--- config.mk ---
export PLATFORM = sky130hd
export DESIGN_NAME = ethernet_udp_receive_flat
export DESIGN_NICKNAME = d
export VERILOG_FILES = /design/src/rtl/ethernet_udp_receive_if.sv /design/src/rtl/ethernet_udp_receive.sv /design/src/flat_wrapper.sv
export SDC_FILE = /design/constraint.sdc
export NUM_CORES = 1
export LEC_CHECK = 0
export CORE_ASPECT_RATIO = 0.75
export CORE_MARGIN = 8
export CORE_UTILIZATION = 40
export CTS_BUF_LIST = sky130_fd_sc_hd__clkbuf_8
export DETAILED_ROUTE_END_ITERATION = 8
export HOLD_SLACK_MARGIN = 0.08
export SYNTH_ARGS = -nofsm -noshare
export SYNTH_HDL_FRONTEND = slang
export SYNTH_SLANG_ARGS = --single-unit
--- constraint.sdc ---
create_clock -name clk -period 6.9 [get_ports clk]
set_input_delay 1.725 -clock clk [delete_from_list [all_inputs] [get_ports clk]]
set_output_delay 1.725 -clock clk [all_outputs]
set_load 0.005 [all_outputs]
--- src/rtl/ethernet_udp_receive_if.sv ---
// Payload stream and per-frame status bundle of the MII UDP receiver.
// master: receiver drives the stream; slave: user logic consumes it.
interface ethernet_udp_receive_if;
  logic [7:0]  out_data;
  logic        out_valid;
  logic        out_last;
  logic [15:0] payload_len;
  logic [47:0] src_mac;
  logic [31:0] src_ip;
  logic [15:0] src_port;
  logic        frame_done;
  logic        frame_ok;

  modport master (
    output out_data, out_valid, out_last, payload_len,
    output src_mac, src_ip, src_port, frame_done, frame_ok
  );

  modport slave (
    input out_data, out_valid, out_last, payload_len,
    input src_mac, src_ip, src_port, frame_done, frame_ok
  );
endinterface

--- src/rtl/ethernet_udp_receive.sv ---
// MII receiver: preamble/SFD detect, Ethernet II/IPv4/UDP filter, payload
// stream out, CRC-32 check. Ports: clk/rstn, MII rx_*, local_* filter, udp bundle.
module ethernet_udp_receive #(
  parameter int MAX_PAYLOAD_BYTES    = 1472,
  parameter bit ACCEPT_BROADCAST     = 1'b1,
  parameter int MIN_PREAMBLE_NIBBLES = 4
) (
  input  logic        clk,
  input  logic        rstn,
  input  logic        rx_dv,
  input  logic        rx_er,
  input  logic [3:0]  rx_d,
  input  logic [47:0] local_mac,
  input  logic [31:0] local_ip,
  input  logic [15:0] local_port,
  ethernet_udp_receive_if.master udp
);

  localparam logic [31:0] RESIDUE = 32'hDEBB20E3;
  localparam logic [16:0] LEN_MAX = 17'(MAX_PAYLOAD_BYTES + 8);
  localparam logic [7:0]  PRE_MIN = 8'(MIN_PREAMBLE_NIBBLES);

  typedef enum logic [2:0] {
    IDLE, PREAMBLE, HEADER, PAYLOAD, TRAILER, DROP
  } state_t;

  state_t state, state_nxt;

  logic [7:0]  pre_cnt;
  logic        phase;
  logic [3:0]  lo_nib;
  logic [5:0]  byte_cnt;
  logic [15:0] pay_cnt;
  logic [2:0]  trl_cnt;
  logic [31:0] crc;
  logic        err;
  logic [39:0] sh;
  logic [47:0] sh_mac;
  logic [31:0] sh_ip;
  logic [15:0] sh_port;
  logic [15:0] sh_len;

  logic [7:0]  data_q;
  logic        valid_q;
  logic        last_q;
  logic [15:0] plen;
  logic [47:0] smac;
  logic [31:0] sip;
  logic [15:0] sport;
  logic        done_q;
  logic        ok_q;

  logic [7:0]  byte_now;
  logic        in_frame;
  logic        byte_done;
  logic [31:0] crc_nxt;
  logic [15:0] udp_len;
  logic [47:0] dst_mac;
  logic        hdr_bad;
  logic        pay_last;

  function automatic logic [31:0] crc_step(
    input logic [31:0] c,
    input logic [7:0]  b
  );
    logic [31:0] r;
    r = c ^ {24'd0, b};
    for (int i = 0; i < 8; i++)
      r = r[0] ? ((r >> 1) ^ 32'hEDB88320) : (r >> 1);
    return r;
  endfunction

  assign byte_now  = {rx_d, lo_nib};
  assign in_frame  = (state == HEADER) || (state == PAYLOAD) ||
                     (state == TRAILER);
  assign byte_done = in_frame && rx_dv && phase;
  assign crc_nxt   = crc_step(crc, byte_now);
  assign udp_len   = {sh[7:0], byte_now};
  assign dst_mac   = {sh, byte_now};
  assign pay_last  = (pay_cnt == plen - 16'd1);

  // Header fields are checked on the byte that completes them, using the
  // shift register for the earlier bytes of the field.
  always_comb begin
    hdr_bad = 1'b0;
    unique case (byte_cnt)
      6'd5:  hdr_bad = !((dst_mac == local_mac) ||
                         (ACCEPT_BROADCAST && (dst_mac == '1)));
      6'd13: hdr_bad = (udp_len != 16'h0800);
      6'd14: hdr_bad = (byte_now != 8'h45);
      6'd23: hdr_bad = (byte_now != 8'd17);
      6'd33: hdr_bad = ({sh[23:0], byte_now} != local_ip);
      6'd37: hdr_bad = (udp_len != local_port);
      6'd39: hdr_bad = (udp_len < 16'd8) || ({1'b0, udp_len} > LEN_MAX);
      default: hdr_bad = 1'b0;
    endcase
  end

  always_ff @(posedge clk) begin
    if (!rstn) state <= IDLE;
    else       state <= state_nxt;
  end

  always_comb begin
    state_nxt = state;
    unique case (state)
      IDLE:
        if (rx_dv && rx_d == 4'h5) state_nxt = PREAMBLE;
      PREAMBLE:
        if (!rx_dv) state_nxt = DROP;
        else if (rx_d == 4'h5) state_nxt = PREAMBLE;
        else if (rx_d == 4'hD && pre_cnt >= PRE_MIN) state_nxt = HEADER;
        else state_nxt = DROP;
      HEADER:
        if (!rx_dv) state_nxt = IDLE;
        else if (byte_done && hdr_bad) state_nxt = DROP;
        else if (byte_done && byte_cnt == 6'd41)
          state_nxt = (sh_len == 16'd0) ? TRAILER : PAYLOAD;
      PAYLOAD:
        if (!rx_dv) state_nxt = IDLE;
        else if (byte_done && pay_last) state_nxt = TRAILER;
      TRAILER:
        if (!rx_dv) state_nxt = IDLE;
      DROP:
        if (!rx_dv) state_nxt = IDLE;
      default: state_nxt = IDLE;
    endcase
  end

  always_ff @(posedge clk) begin
    if (!rstn) begin
      pre_cnt <= '0;
      phase   <= 1'b0;
      lo_nib  <= '0;
      byte_cnt <= '0;
      pay_cnt <= '0;
      trl_cnt <= '0;
      crc     <= '0;
      err     <= 1'b0;
      sh      <= '0;
      sh_mac  <= '0;
      sh_ip   <= '0;
      sh_port <= '0;
      sh_len  <= '0;
      data_q  <= '0;
      valid_q <= 1'b0;
      last_q  <= 1'b0;
      plen    <= '0;
      smac    <= '0;
      sip     <= '0;
      sport   <= '0;
      done_q  <= 1'b0;
      ok_q    <= 1'b0;
    end else begin
      valid_q <= 1'b0;
      last_q  <= 1'b0;
      done_q  <= 1'b0;
      ok_q    <= 1'b0;

      if (state != IDLE && rx_er) err <= 1'b1;

      if (in_frame && rx_dv) begin
        phase <= ~phase;
        if (!phase) lo_nib <= rx_d;
        if (byte_done) crc <= crc_nxt;
      end

      unique case (state)
        IDLE: begin
          pre_cnt <= 8'd1;
          err     <= 1'b0;
        end
        PREAMBLE: begin
          if (rx_d == 4'h5 && pre_cnt != 8'hFF) pre_cnt <= pre_cnt + 8'd1;
          // Byte phase and CRC restart at the SFD.
          phase    <= 1'b0;
          byte_cnt <= '0;
          crc      <= '1;
        end
        HEADER: if (byte_done) begin
          sh       <= {sh[31:0], byte_now};
          byte_cnt <= byte_cnt + 6'd1;
          if (byte_cnt == 6'd11) sh_mac  <= dst_mac;
          if (byte_cnt == 6'd29) sh_ip   <= {sh[23:0], byte_now};
          if (byte_cnt == 6'd35) sh_port <= udp_len;
          if (byte_cnt == 6'd39) sh_len  <= udp_len - 16'd8;
          if (byte_cnt == 6'd41) begin
            smac    <= sh_mac;
            sip     <= sh_ip;
            sport   <= sh_port;
            plen    <= sh_len;
            pay_cnt <= '0;
            trl_cnt <= '0;
          end
        end
        PAYLOAD: begin
          if (!rx_dv) begin
            done_q <= 1'b1;
          end else if (byte_done) begin
            data_q  <= byte_now;
            valid_q <= 1'b1;
            last_q  <= pay_last;
            pay_cnt <= pay_cnt + 16'd1;
          end
        end
        TRAILER: begin
          if (!rx_dv) begin
            done_q <= 1'b1;
            ok_q   <= (crc == RESIDUE) && !err && !phase &&
                      (trl_cnt >= 3'd4);
          end else if (byte_done && trl_cnt != 3'd4) begin
            trl_cnt <= trl_cnt + 3'd1;
          end
        end
        DROP: ;
        default: ;
      endcase
    end
  end

  assign udp.out_data    = data_q;
  assign udp.out_valid   = valid_q;
  assign udp.out_last    = last_q;
  assign udp.payload_len = plen;
  assign udp.src_mac     = smac;
  assign udp.src_ip      = sip;
  assign udp.src_port    = sport;
  assign udp.frame_done  = done_q;
  assign udp.frame_ok    = ok_q;

endmodule

--- src/flat_wrapper.sv ---
// flat-port wrapper written by rule: the top's interface ports become plain ports
module ethernet_udp_receive_flat 
#(
  parameter int MAX_PAYLOAD_BYTES    = 1472,
  parameter bit ACCEPT_BROADCAST     = 1'b1,
  parameter int MIN_PREAMBLE_NIBBLES = 4
)
  (clk, rstn, rx_dv, rx_er, rx_d, local_mac, local_ip, local_port, udp_out_data, udp_out_valid, udp_out_last, udp_payload_len, udp_src_mac, udp_src_ip, udp_src_port, udp_frame_done, udp_frame_ok);
  ethernet_udp_receive_if udp_i ();
  input  logic clk;
  input  logic rstn;
  input  logic rx_dv;
  input  logic rx_er;
  input  logic [3:0] rx_d;
  input  logic [47:0] local_mac;
  input  logic [31:0] local_ip;
  input  logic [15:0] local_port;
  output wire logic [$bits(udp_i.out_data)-1:0] udp_out_data;
  output wire logic [$bits(udp_i.out_valid)-1:0] udp_out_valid;
  output wire logic [$bits(udp_i.out_last)-1:0] udp_out_last;
  output wire logic [$bits(udp_i.payload_len)-1:0] udp_payload_len;
  output wire logic [$bits(udp_i.src_mac)-1:0] udp_src_mac;
  output wire logic [$bits(udp_i.src_ip)-1:0] udp_src_ip;
  output wire logic [$bits(udp_i.src_port)-1:0] udp_src_port;
  output wire logic [$bits(udp_i.frame_done)-1:0] udp_frame_done;
  output wire logic [$bits(udp_i.frame_ok)-1:0] udp_frame_ok;
  assign udp_out_data = udp_i.out_data;
  assign udp_out_valid = udp_i.out_valid;
  assign udp_out_last = udp_i.out_last;
  assign udp_payload_len = udp_i.payload_len;
  assign udp_src_mac = udp_i.src_mac;
  assign udp_src_ip = udp_i.src_ip;
  assign udp_src_port = udp_i.src_port;
  assign udp_frame_done = udp_i.frame_done;
  assign udp_frame_ok = udp_i.frame_ok;
  ethernet_udp_receive #(.MAX_PAYLOAD_BYTES(MAX_PAYLOAD_BYTES), .ACCEPT_BROADCAST(ACCEPT_BROADCAST), .MIN_PREAMBLE_NIBBLES(MIN_PREAMBLE_NIBBLES)) u_core (.clk(clk), .rstn(rstn), .rx_dv(rx_dv), .rx_er(rx_er), .rx_d(rx_d), .local_mac(local_mac), .local_ip(local_ip), .local_port(local_port), .udp(udp_i));
endmodule
* After elaboration in Yosys (flattened, before gate mapping)
Cells that the tools add are included. Widths: inputs -> output; s select.
Word-level totals: bits in latches 0, output and inout port bits 124, bits of input ports 104, RAM bits 0, register bits 350, logic and storage cells 176, memory bits (read-only) 0, memories 0
Operators by class: reduce and logical (&&, ||, !) cells 51, $mul 0, equal/unequal tests 40, order comparisons 4, add/sub/neg operators 6, divide/modulo/power cells 0, bitwise gates (word level) 12, shift-type cells 0, multiplexer cells 40
Operator list (count):
- $mux 32 | 11
- $not 13->14 | 8
- $mux 16 | 4
- $eq 48x48->1 | 1
- $eq 48x48->1 const B | 1
- $mux 3 | 15
- $eq 32x32->1 const B | 1
- $ne 32x32->1 | 1
- $pmux 16 s2 | 1
- $xor 32x8->32 | 1
- $eq 6x6->1 const B | 5
- $reduce_and 3->1 | 7
- $eq 6x4->1 const B | 3
- $add 16x1->16 const B | 1
- $eq 16x16->1 | 1
- $gt 16x11->1 const B | 1
- $logic_not 16->1 | 1
- $lt 16x4->1 const B | 1
- $ne 16x12->1 const B | 1
- $ne 16x16->1 | 1
- $pmux 8 s2 | 1
- $sub 16x1->16 const B | 1
- $sub 16x4->16 const B | 1
- $pmux 3 s5 | 1
- 37 further kinds | 83

* Longest topological paths before layout
Gate-level depths: netlist of run 1.
depth in word-level cells 20, depth in mapped cells 12, mapped depth without buffers 10

* Least setup slack after synthesis of run 1
Ideal clock, no wire load.
path kind input port to flip-flop, from in rx_d[0], to reg u_core.state[2], path buffers 2, cell stages on the path 10, data arrival time 3.676 ns, data required time 6.764 ns, setup slack 3.088 ns, library setup time 0.136 ns, cells stage by stage clkbuf_1 -> clkbuf_1 -> nand4_1 -> nor4_1 -> nand4_1 -> o311a_1 -> nor4_1 -> o41ai_1 -> a221oi_1 -> a2111oi_2
Between the ends: cells in the longest elaborated chain, start to end 8, elaborated cells on any way between the ends 27, those cells by class order compare: 2; eq/ne: 11; mux: 7; reduce/logical: 7
Ends and longest elaborated chain:
- start: declaration | RTL line flat_wrapper.sv:14 | input logic [3:0] rx_d;
- branches (longest 8 deep; another with $lt 16x4->1)
- end signal: assignment | RTL line ethernet_udp_receive.sv:101 | else state <= state_nxt;
- end: declaration | RTL line ethernet_udp_receive.sv:27 | state_t state, state_nxt;
Parallel ways; which one is timed is not known. A chain may end at the register's enable or synchronous reset.

* Worst setup path after layout of run 1
from in rx_dv, to reg u_core.sh_mac[41]
Between the ends: cells in the longest elaborated chain, start to end 3
Ends and longest elaborated chain:
- start: declaration | RTL line flat_wrapper.sv:12 | input logic rx_dv;
- $logic_and 1x1->1 (2 in a row) | RTL line ethernet_udp_receive.sv:76 | assign byte_done = in_frame && rx_dv && phase;
- $reduce_and 3->1 (no source line)
- end signal: assignment | RTL line ethernet_udp_receive.sv:183 | if (byte_cnt == 6'd11) sh_mac <= dst_mac;
- end: declaration | RTL line ethernet_udp_receive.sv:38 | logic [47:0] sh_mac;
No other way between the ends.

==> metrics, run 1 <==
Synth area leaders=dfxtp_1 (43%), nand2_1 (13%), xnor2_1 (6.0%); chip height=190 µm; worst vdd ir=167 µV; DP Worst Slack=1.50 ns; DR pass1 iterations=6; final hold violations=0; Synth Net Count=2131; maximum buffer depth of the clock tree=3; synth cell count leaders=nand2_1 (541), dfxtp_1 (350), a21oi_1 (152), clkbuf_1 (142), xnor2_1 (111); Worst Hold Class=reg2reg; fin area=20000 µm²; Max-Cap Viols=0; crit path DAT=5.29 ns; CTS resizes=0; Pwr Density=266 nW/µm²; Post-CTS Repair Setup Buffers=0; Placer Congestion=0.888; Crit Path Max Fanout=48; Fmax=206 MHz; CTS root buffer=clkbuf_8; final slew viol count=0; WL/cell=19.7 µm; period utilization=70.3%; initial antenna violation count=4; post-DP HPWL=37000 µm; Worst Max-Slew Pin Slew=1.19 ns; worst clock skew=0.0450 ns; Avg Vias per Cell=5.37; GR Layer Usage met2=32.1%; Critical Path Sink Type=flop; prevailing post-synth register cell=dfxtp_1; total number of vias=14681; clock slew seen by the registers of the worst setup and hold paths=0.06 ns; met1 usage=31.9%; Synth top area share=43.3%; ys async rst share=0%; vias in the first global route=13823; global-route wire length before repair=81800 µm; grt ovf=0; Routed WL=53800 µm; core area=40400 µm²; Final Setup Violations=0; status=finished clean; static leakage=6.65 nW; Worst EP required=7.34 ns; Ys Warns=0; count leader, synth=nand2_1; met3 Resource Use GR=5.89%; initial core utilization=40.1%; TritonCTS clock tree=yes; Cell Rows=64; final core occ=49.4%; sequential area share after synthesis=43.3%; remaining antenna violation count=0; later-pin clock latency in the skew report=0.64 ns; final setup margin=2.05 ns; area leader, netlist=dfxtp_1; overall routing resource usage=22.0%; # IOs=228; cts bufs inserted=57; placed inst area=18700 µm²; Netlist Area Pre-Place=16200 µm²; Slew Limit Headroom=20.0%; # DRC=0; die area=47300 µm²; Yosys cell types=65; die width=248 µm; Final TNS setup=0 ns; Setup CP Type=in2reg; CTS Sinks=350; # nets final=2277; Starting DRT DRC Count=1287; Top Usage Layer GRT=met2; hold slack=0.439 ns; cells after synthesis=2017; area delta synth->final=23.2%; Post-CTS Hold Fix Bufs=0; port buffer count=227; number of flops mapped to enable cells by yosys=0; Yosys reg bits=350; min Tclk post-route=4.85 ns; largest net degree at the start of global routing=113; Syn Area/Cell=8.03 µm²; RSZ-0062 raised after global routing=false; Critical Path Source Type=primary input; layout cells sized above 1=6.04%; CTS HTree Levels=2
==> registers in the layout, indices dropped and copies added (netlist names), 32 cells and up <==
signal and flops:
u_core.crc 32, u_core.sh 40, u_core.sh_ip 32, u_core.sh_mac 48, u_core.udp.src_ip 32, u_core.udp.src_mac 48
==> kinds of logic after synthesis <==
logic type,share of synthesized area [%]
xor+xnor,11.7
buf+inv,4.45
flops,43.3
mux,0.803
fa+ha+maj,0.772
compound gates,16.2
simple gates,22.8
==> through the flow <==
stage	total power [W]	std cells
finish	0.00530	2732
global route	0.00556	2732
CTS	0.00533	2731
detailed placement	0.00341	2632
global placement	0.00340	2632
floorplan	0.00311	2017
==> cell type report <==
class	count	area, µm²
diodes	1	2.50
fillers	3945	20400
repair buffers	253	2480
clock buffers	73	1000
inverters	19	73.8
multi-input cells	1482	8520
well taps	528	661
clock inverters	26	206
flip-flops and latches	350	7010
==> critical path: stages <==
cell             delay [ns]
clkdlybuf4s50_1        0.78
nand4b_1               0.29
nor3_2                 0.19
buf_4                  0.47
nand2_1                0.31
or4_2                  1.15
nand2_1                0.21
a21oi_1                0.08
==> power breakdown <==
group	leakage, nW	internal (W)	switching, W
Combinational	3.16	0.000525	0.000639
Sequential	2.82	0.00211	0.000111
Clock	0.670	0.00106	0.000860
==> cells in the final DEF (no fill, tap or decap), types with 4 or more instances in the layout <==
cell type | netlist | routed
nand2_1 | 541 | 540
dfxtp_1 | 350 | 350
clkdlybuf4s50_1 | 0 | 226
a21oi_1 | 152 | 152
xnor2_1 | 111 | 111
nor2_1 | 101 | 100
xor2_1 | 98 | 98
a21boi_1 | 74 | 74
a21boi_0 | 73 | 73
clkbuf_8 | 0 | 73
nand4_1 | 48 | 48
nor4_1 | 33 | 31
inv_1 | 19 | 30
nor3_1 | 31 | 29
buf_4 | 0 | 26
o21ai_0 | 24 | 24
a211oi_1 | 19 | 19
nand3_1 | 18 | 17
o31ai_1 | 17 | 17
mux2i_1 | 13 | 13
a31oi_1 | 13 | 13
ha_1 | 10 | 10
nor4bb_1 | 9 | 9
or3_1 | 8 | 8
clkinv_2 | 0 | 8
nor2b_1 | 7 | 7
or4_1 | 8 | 7
o32ai_1 | 7 | 7
nand2b_1 | 6 | 6
and3_1 | 6 | 6
nand4b_1 | 5 | 5
nor3b_1 | 4 | 4
==> routing by layer <==
metal | wire [µm] | vias up | share of wire (%)
met2 | 22500 | 576 | 42
met1 | 25300 | 6956 | 47
li1 | - | 7066 | -
met3 | 4980 | 79 | 9.3
met4 | 995 | 4 | 1.8
met5 | 27 | - | 0.050
==> worst paths after layout <==
path | from | endpoint | slack [ns] | depth (start not counted)
worst min-delay path | u_core.sh_port[1]$_SDFFE_PN0P_ | u_core.udp.src_port[1]$_SDFFE_PN0P_ | 0.44 | 2
worst max-delay path | rx_dv | u_core.sh_mac[41]$_SDFFE_PN0P_ | 2.05 | 8
worst max register to register | u_core.sh[20]$_SDFFE_PN0P_ | u_core.state[2]$_SDFFE_PN0P_ | 3.19 | 8
worst min register to register | u_core.sh_port[1]$_SDFFE_PN0P_ | u_core.udp.src_port[1]$_SDFFE_PN0P_ | 0.44 | 2
Power figures use the tool's default switching activity.
==> inputs of run 2 (changes only) <==
==> constraint.sdc (replaced) <==
create_clock -name clk -period 5.1 [get_ports clk]
set_input_delay 1.275 -clock clk [delete_from_list [all_inputs] [get_ports clk]]
set_output_delay 1.275 -clock clk [all_outputs]
set_load 0.005 [all_outputs]
==> metrics, run 2 (same netlist as run 1, synthesis figures left out) <==
final core occ=50.1% (+0.61 points); final hold violations=0 (unchanged); period utilization=76.4%; worst clock skew=0.0330 ns (-0.0121 ns); port buffer count=227 (unchanged); Fmax=257 MHz; CTS resizes=0 (unchanged); DR pass1 iterations=5 (-1); delay-heaviest family, CP=compound AO/OA/AOI/OAI gates; cts bufs inserted=58 (+1.8%); status=finished clean; Worst Hold Class=reg2reg; maximum buffer depth of the clock tree=3 (unchanged); commonest non-fill, non-tap cell in the layout=nand2_1; chip height=190 µm (unchanged); Starting DRT DRC Count=1359 (+5.6%); grt ovf=0 (unchanged); # DRC=0 (unchanged); Setup CP Type=in2reg; max incr delay on CP=0.78 ns (-0.37 ns); Avg Vias per Cell=5.38 (+0.11%); initial core utilization=40.1% (unchanged); Critical Path Source Type=primary input; most frequent cells in the layout=nand2_1 (540), dfxtp_1 (350), clkdlybuf4s50_1 (226); crit-path most repeated cell=nor4_1; core area=40400 µm² (unchanged); CTS Sinks=350 (unchanged); initial antenna violation count=8 (+4); final slew viol count=0 (unchanged); clock slew seen by the registers of the worst setup and hold paths=0.06 ns (about the same); Worst EP required=5.59 ns (-1.75 ns); vias in the first global route=14205 (+2.8%); Final Setup Violations=0 (unchanged); Final TNS setup=0 ns (unchanged); Pwr Density=365 nW/µm² (+37%); crit path DAT=4.38 ns (-0.91 ns); fin area=20200 µm² (+1.2%); RSZ-0062 raised after global routing=false; layout cells sized above 1=6.71% (+0.67 points); later-pin clock latency in the skew report=0.63 ns (about the same); Slew Limit Headroom=29.2% (+9.2 points); Worst Max-Slew Pin Slew=1.06 ns (-0.131 ns); # IOs=228 (unchanged); placed inst area=18900 µm² (+0.71%); # nets final=2289 (+0.53%); CP max stage cell=clkdlybuf4s50_1; Crit Path Max Fanout=11 (-77%); Total Power=0.00738 W (+39%); Routed WL=54800 µm (+1.7%); min Tclk post-route=3.90 ns; worst vdd ir=240 µV (+44%); remaining antenna violation count=0 (unchanged); CTS HTree Levels=2 (unchanged); largest net degree at the start of global routing=125 (+11%); die width=248 µm (unchanged); Cell Rows=64 (unchanged); Cell Chain, Critical Path=clkdlybuf4s50_1 -> xor2_1 -> nor4_1 -> nand4_1 -> o311a_1 -> nor4_1 -> o41ai_1 -> a221oi_1 -> a2111oi_2; global-route wire length before repair=84100 µm (+2.8%); Post-CTS Hold Fix Bufs=0 (unchanged); Post-CTS Repair Setup Buffers=0 (unchanged); area delta synth->final=24.7%; WL/cell=19.9 µm (+0.99%); static leakage=6.79 nW (+2.0%); # fillers=3925 (-0.51%); die area=47300 µm² (unchanged); Max-Cap Viols=0 (unchanged); Critical Path Sink Type=flop; CTS root buffer=clkbuf_8; post-DP HPWL=37900 µm (+2.3%); total number of vias=14805 (+0.84%); TritonCTS clock tree=yes; Critical path buffers and inverters=1 (-1); overall routing resource usage=22.5% (+0.58 points); Placer Congestion=0.929 (+4.6%)
## run 2: changes by cell type in the layout (fill, tap and decap cells not counted), moves of 2 or more
cell / before / now
buf_12: 1 / 5
clkbuf_8: 73 / 80
clkinv_2: 8 / 6
diode_2: 1 / 4
buf_4: 26 / 33
## run 2: worst register-to-register path, delay by kind of cell, from the launching register on
| family | cells | cell delay, ns |
|---|---|---|
| compound gates | 4 | 1.12 |
| xor+xnor | 1 | 0.19 |
| flops | 1 | 1.02 |
| simple gates | 3 | 0.94 |
## run 2: path summary, 6_finish.rpt
| path | startpoint | cells past startpoint | endpoint | slack [ns] |
|---|---|---|---|---|
| max | rx_d[0] | 9 | u_core.state[2]$_SDFFE_PN0P_ | 1.20 |
| min | u_core.udp.src_ip[5]$_SDFFE_PN0P_ | 2 | u_core.udp.src_ip[5]$_SDFFE_PN0P_ | 0.45 |
| max reg2reg | u_core.sh[3]$_SDFFE_PN0P_ | 8 | u_core.state[2]$_SDFFE_PN0P_ | 1.70 |
| min reg2reg | u_core.udp.src_ip[5]$_SDFFE_PN0P_ | 2 | u_core.udp.src_ip[5]$_SDFFE_PN0P_ | 0.45 |
## run 2: final cells by class
type	instances	area, µm²	share of cell area, %
antenna	4	10.0	0.0495
clock buffer	80	1100	5.45
clock inverter	25	218	1.08
inverter	19	73.8	0.365
multi-input combinational	1482	8520	42.2
sequential	350	7010	34.7
tap	528	661	3.27
timing repair buffer	264	2610	12.9
## run 2: metrics by stage
step / hold WS [ns] / instances / worst slack [ns]
floorplan: 0.431 / 2017 / 1.74
global placement: 0.439 / 2643 / 0.750
detailed placement: 0.446 / 2643 / 0.634
CTS: 0.449 / 2748 / 1.31
global route: 0.464 / 2751 / 1.18
finish: 0.449 / 2752 / 1.20
## run 2: where the power goes
| group | switching [W] | total (W) | leakage, nW | internal, W |
|---|---|---|---|---|
| Sequential | 0.000164 | 0.00302 | 2.82 | 0.00285 |
| Clock | 0.00117 | 0.00276 | 0.731 | 0.00159 |
| Combinational | 0.000888 | 0.00160 | 3.24 | 0.000714 |
## run 2: metal layers
metal	GRT usage [%]	routed length, µm	up-vias	share of wire, %
met3	5.56	4890	86	8.9
met1	32.7	25700	7030	47
met5	0	55	-	0.10
li1	-	-	7106	-
met4	6.89	1340	8	2.4
met2	32.5	22800	575	42
==> variant: new RTL, flow settings as in run 2 <==
`ACCEPT_BROADCAST` is set to 1'b1 in 2 places; all go to 1'b0.
--- a/src/rtl/ethernet_udp_receive.sv
+++ b/src/rtl/ethernet_udp_receive.sv
@@ -2,7 +2,7 @@
 // stream out, CRC-32 check. Ports: clk/rstn, MII rx_*, local_* filter, udp bundle.
 module ethernet_udp_receive #(
   parameter int MAX_PAYLOAD_BYTES    = 1472,
-  parameter bit ACCEPT_BROADCAST     = 1'b1,
+  parameter bit ACCEPT_BROADCAST     = 1'b0,
   parameter int MIN_PREAMBLE_NIBBLES = 4
 ) (
   input  logic        clk,
--- a/src/flat_wrapper.sv
+++ b/src/flat_wrapper.sv
@@ -2,7 +2,7 @@
 module ethernet_udp_receive_flat 
 #(
   parameter int MAX_PAYLOAD_BYTES    = 1472,
-  parameter bit ACCEPT_BROADCAST     = 1'b1,
+  parameter bit ACCEPT_BROADCAST     = 1'b0,
   parameter int MIN_PREAMBLE_NIBBLES = 4
 )
   (clk, rstn, rx_dv, rx_er, rx_d, local_mac, local_ip, local_port, udp_out_data, udp_out_valid, udp_out_last, udp_payload_len, udp_src_mac, udp_src_ip, udp_src_port, udp_frame_done, udp_frame_ok);
Function: not settled (the Yosys comparison gave no result); the edit may change what the design does.
==> variant against run 2 <==
- final area grew 0.40%
- maximum frequency grew 1.6%
- sequential cell count is the same
- critical endpoint is now u_core.state[1]
- critical path depth is the same
- largest power group unchanged
- synthesized cell count shrank 1.4%
- synthesized area grew 1.8%
- worst setup slack gained 60 ps
- non-clock buffer count shrank 5
- count of clock-buffer cells in the layout shrank 8
- routed wire length shrank 3.0%
- total power shrank 11%
==> variant: results (changes against run 2) <==
status: "completed"
arrival_ps: 4370  # about the same
dominantRegCellSynth: "dfxtp_1"
final_layout_size_suffix_gt1_share_pct: 6.00  # -0.72 points
htreeDepth: 2  # unchanged
clockPowerShare_pct: 39.1  # +1.7 points
power.share.sequential_pct: 44.2  # +3.3 points
drt-pass1-iter-count: 7  # +2
gr-usage-met3_pct: 5.95  # +0.39 points
synth_cell_type_count: 63  # -3.1%
syn_inst: 1989  # -1.4%
drtIter0Drc: 1186  # -13%
crit_family: "simple AND/OR/NAND/NOR gates"
cts_buffers: 56  # -3.4%
hold_class: "reg -> reg"
internal_power_w: 0.00475  # -7.9%
syn-num-nets: 2103  # -1.3%
leakagePower_nw: 6.86  # +1.0%
crit_path_max_fanout: 12  # +1
synth_xor_area_share_pct: 11.4  # -0.28 points
p_switching_w: 0.00181  # -19%
synthArstFlopShare_pct: 0  # unchanged
dr.max_layer_used: "met5"
muxShareOfSynthArea_pct: 1.58  # +0.78 points
seq_area_frac_synth_pct: 42.5  # -0.75 points
wl_met3_microns: 4380  # -10%
slowest_stage: "clkdlybuf4s50_1"
clockBufferDepth: 3  # unchanged
grt_util_all_layers_pct: 21.2  # -1.4 points
root_buffer: "clkbuf_8"
gp_congestion: 0.885  # -4.8%
antenna_found_initial: 11  # +3
dp_cells: 2613  # -1.1%
synth_compound_area_share_pct: 17.1  # +0.96 points
routed_wl_microns: 53100  # -3.0%
slew_headroom_pct: 30.1  # +0.91 points
place_worst_setup_slack_ps: 679  # +45.6 ps
grt_max_degree: 138  # +10%
crit_path_max_incr_delay_ps: 840  # +60 ps
routedLengthMet1_microns: 25600  # -0.52%
synth.top_cells.by_area: "dfxtp_1 (43%), nand2_1 (12%), a21boi_0 (11%), xnor2_1 (8.6%), clkbuf_1 (3.0%)"
routed_via_density: 5.28  # -1.9%
use_met2_pct: 30.5  # -2.0 points
wl_per_cell_microns: 19.5  # -1.8%
yosysWarnings: 0  # unchanged
fin_nets: 2257  # -1.4%
post-cts-setup-buffers: 0  # unchanged
fin_skew_ps: 34.7  # +1.74 ps
wl_met2_microns: 21900  # -4.1%
synth_fa_ha_area_share_pct: 0.759  # -0.013 points
synth_common_cells: "nand2_1 (533), dfxtp_1 (350), a21boi_0 (236)"
grt_pass1_vias: 13600  # -4.4%
dp_hpwl_microns: 37100  # -2.0%
placed_cell_area_sq_um: 19100  # +1.1%
insertion_delay_ps: 630  # about the same
clkSlewWorstSetupHoldPaths_ps: 70
grt_pass1_wl_microns: 80600  # -4.2%
irDropWorstVdd_v: 0.000184  # -23%
use_met1_pct: 30.5  # -2.2 points
[variant: area by class of cell]
type                            count  area (sq um)
Clock buffer                       72           991
Multi-Input combinational cell   1460          8810
Fill cell                        3920         20400
Timing Repair Buffer              259          2540
Tap cell                          528           661
Antenna cell                        4          10.0
Clock inverter                     28           203
Sequential cell                   350          7010
Inverter                           16          60.1
[variant: worst reg2reg max path, delay by kind of cell (launching register included)]
family,cells,cell delay [ps]
DFF,1,380
buffers and inverters,1,90
adders and majority gates,1,280
xor gates and xnor gates,1,160
AOI/OAI and AO/OA,3,930
and+or+nand+nor,3,1410
[variant: path summary, 6_finish.rpt]
kind | slack [ps] | from | end | cells past startpoint
setup / recovery | 1260 | rx_d[0] | u_core.state[1] | 9
hold reg to reg | 460 | u_core.sh_mac[8] | u_core.udp.src_mac[8] | 2
setup reg to reg | 1770 | u_core.udp.payload_len[0] | u_core.state[2] | 9
hold / removal | 460 | u_core.sh_mac[8] | u_core.udp.src_mac[8] | 2
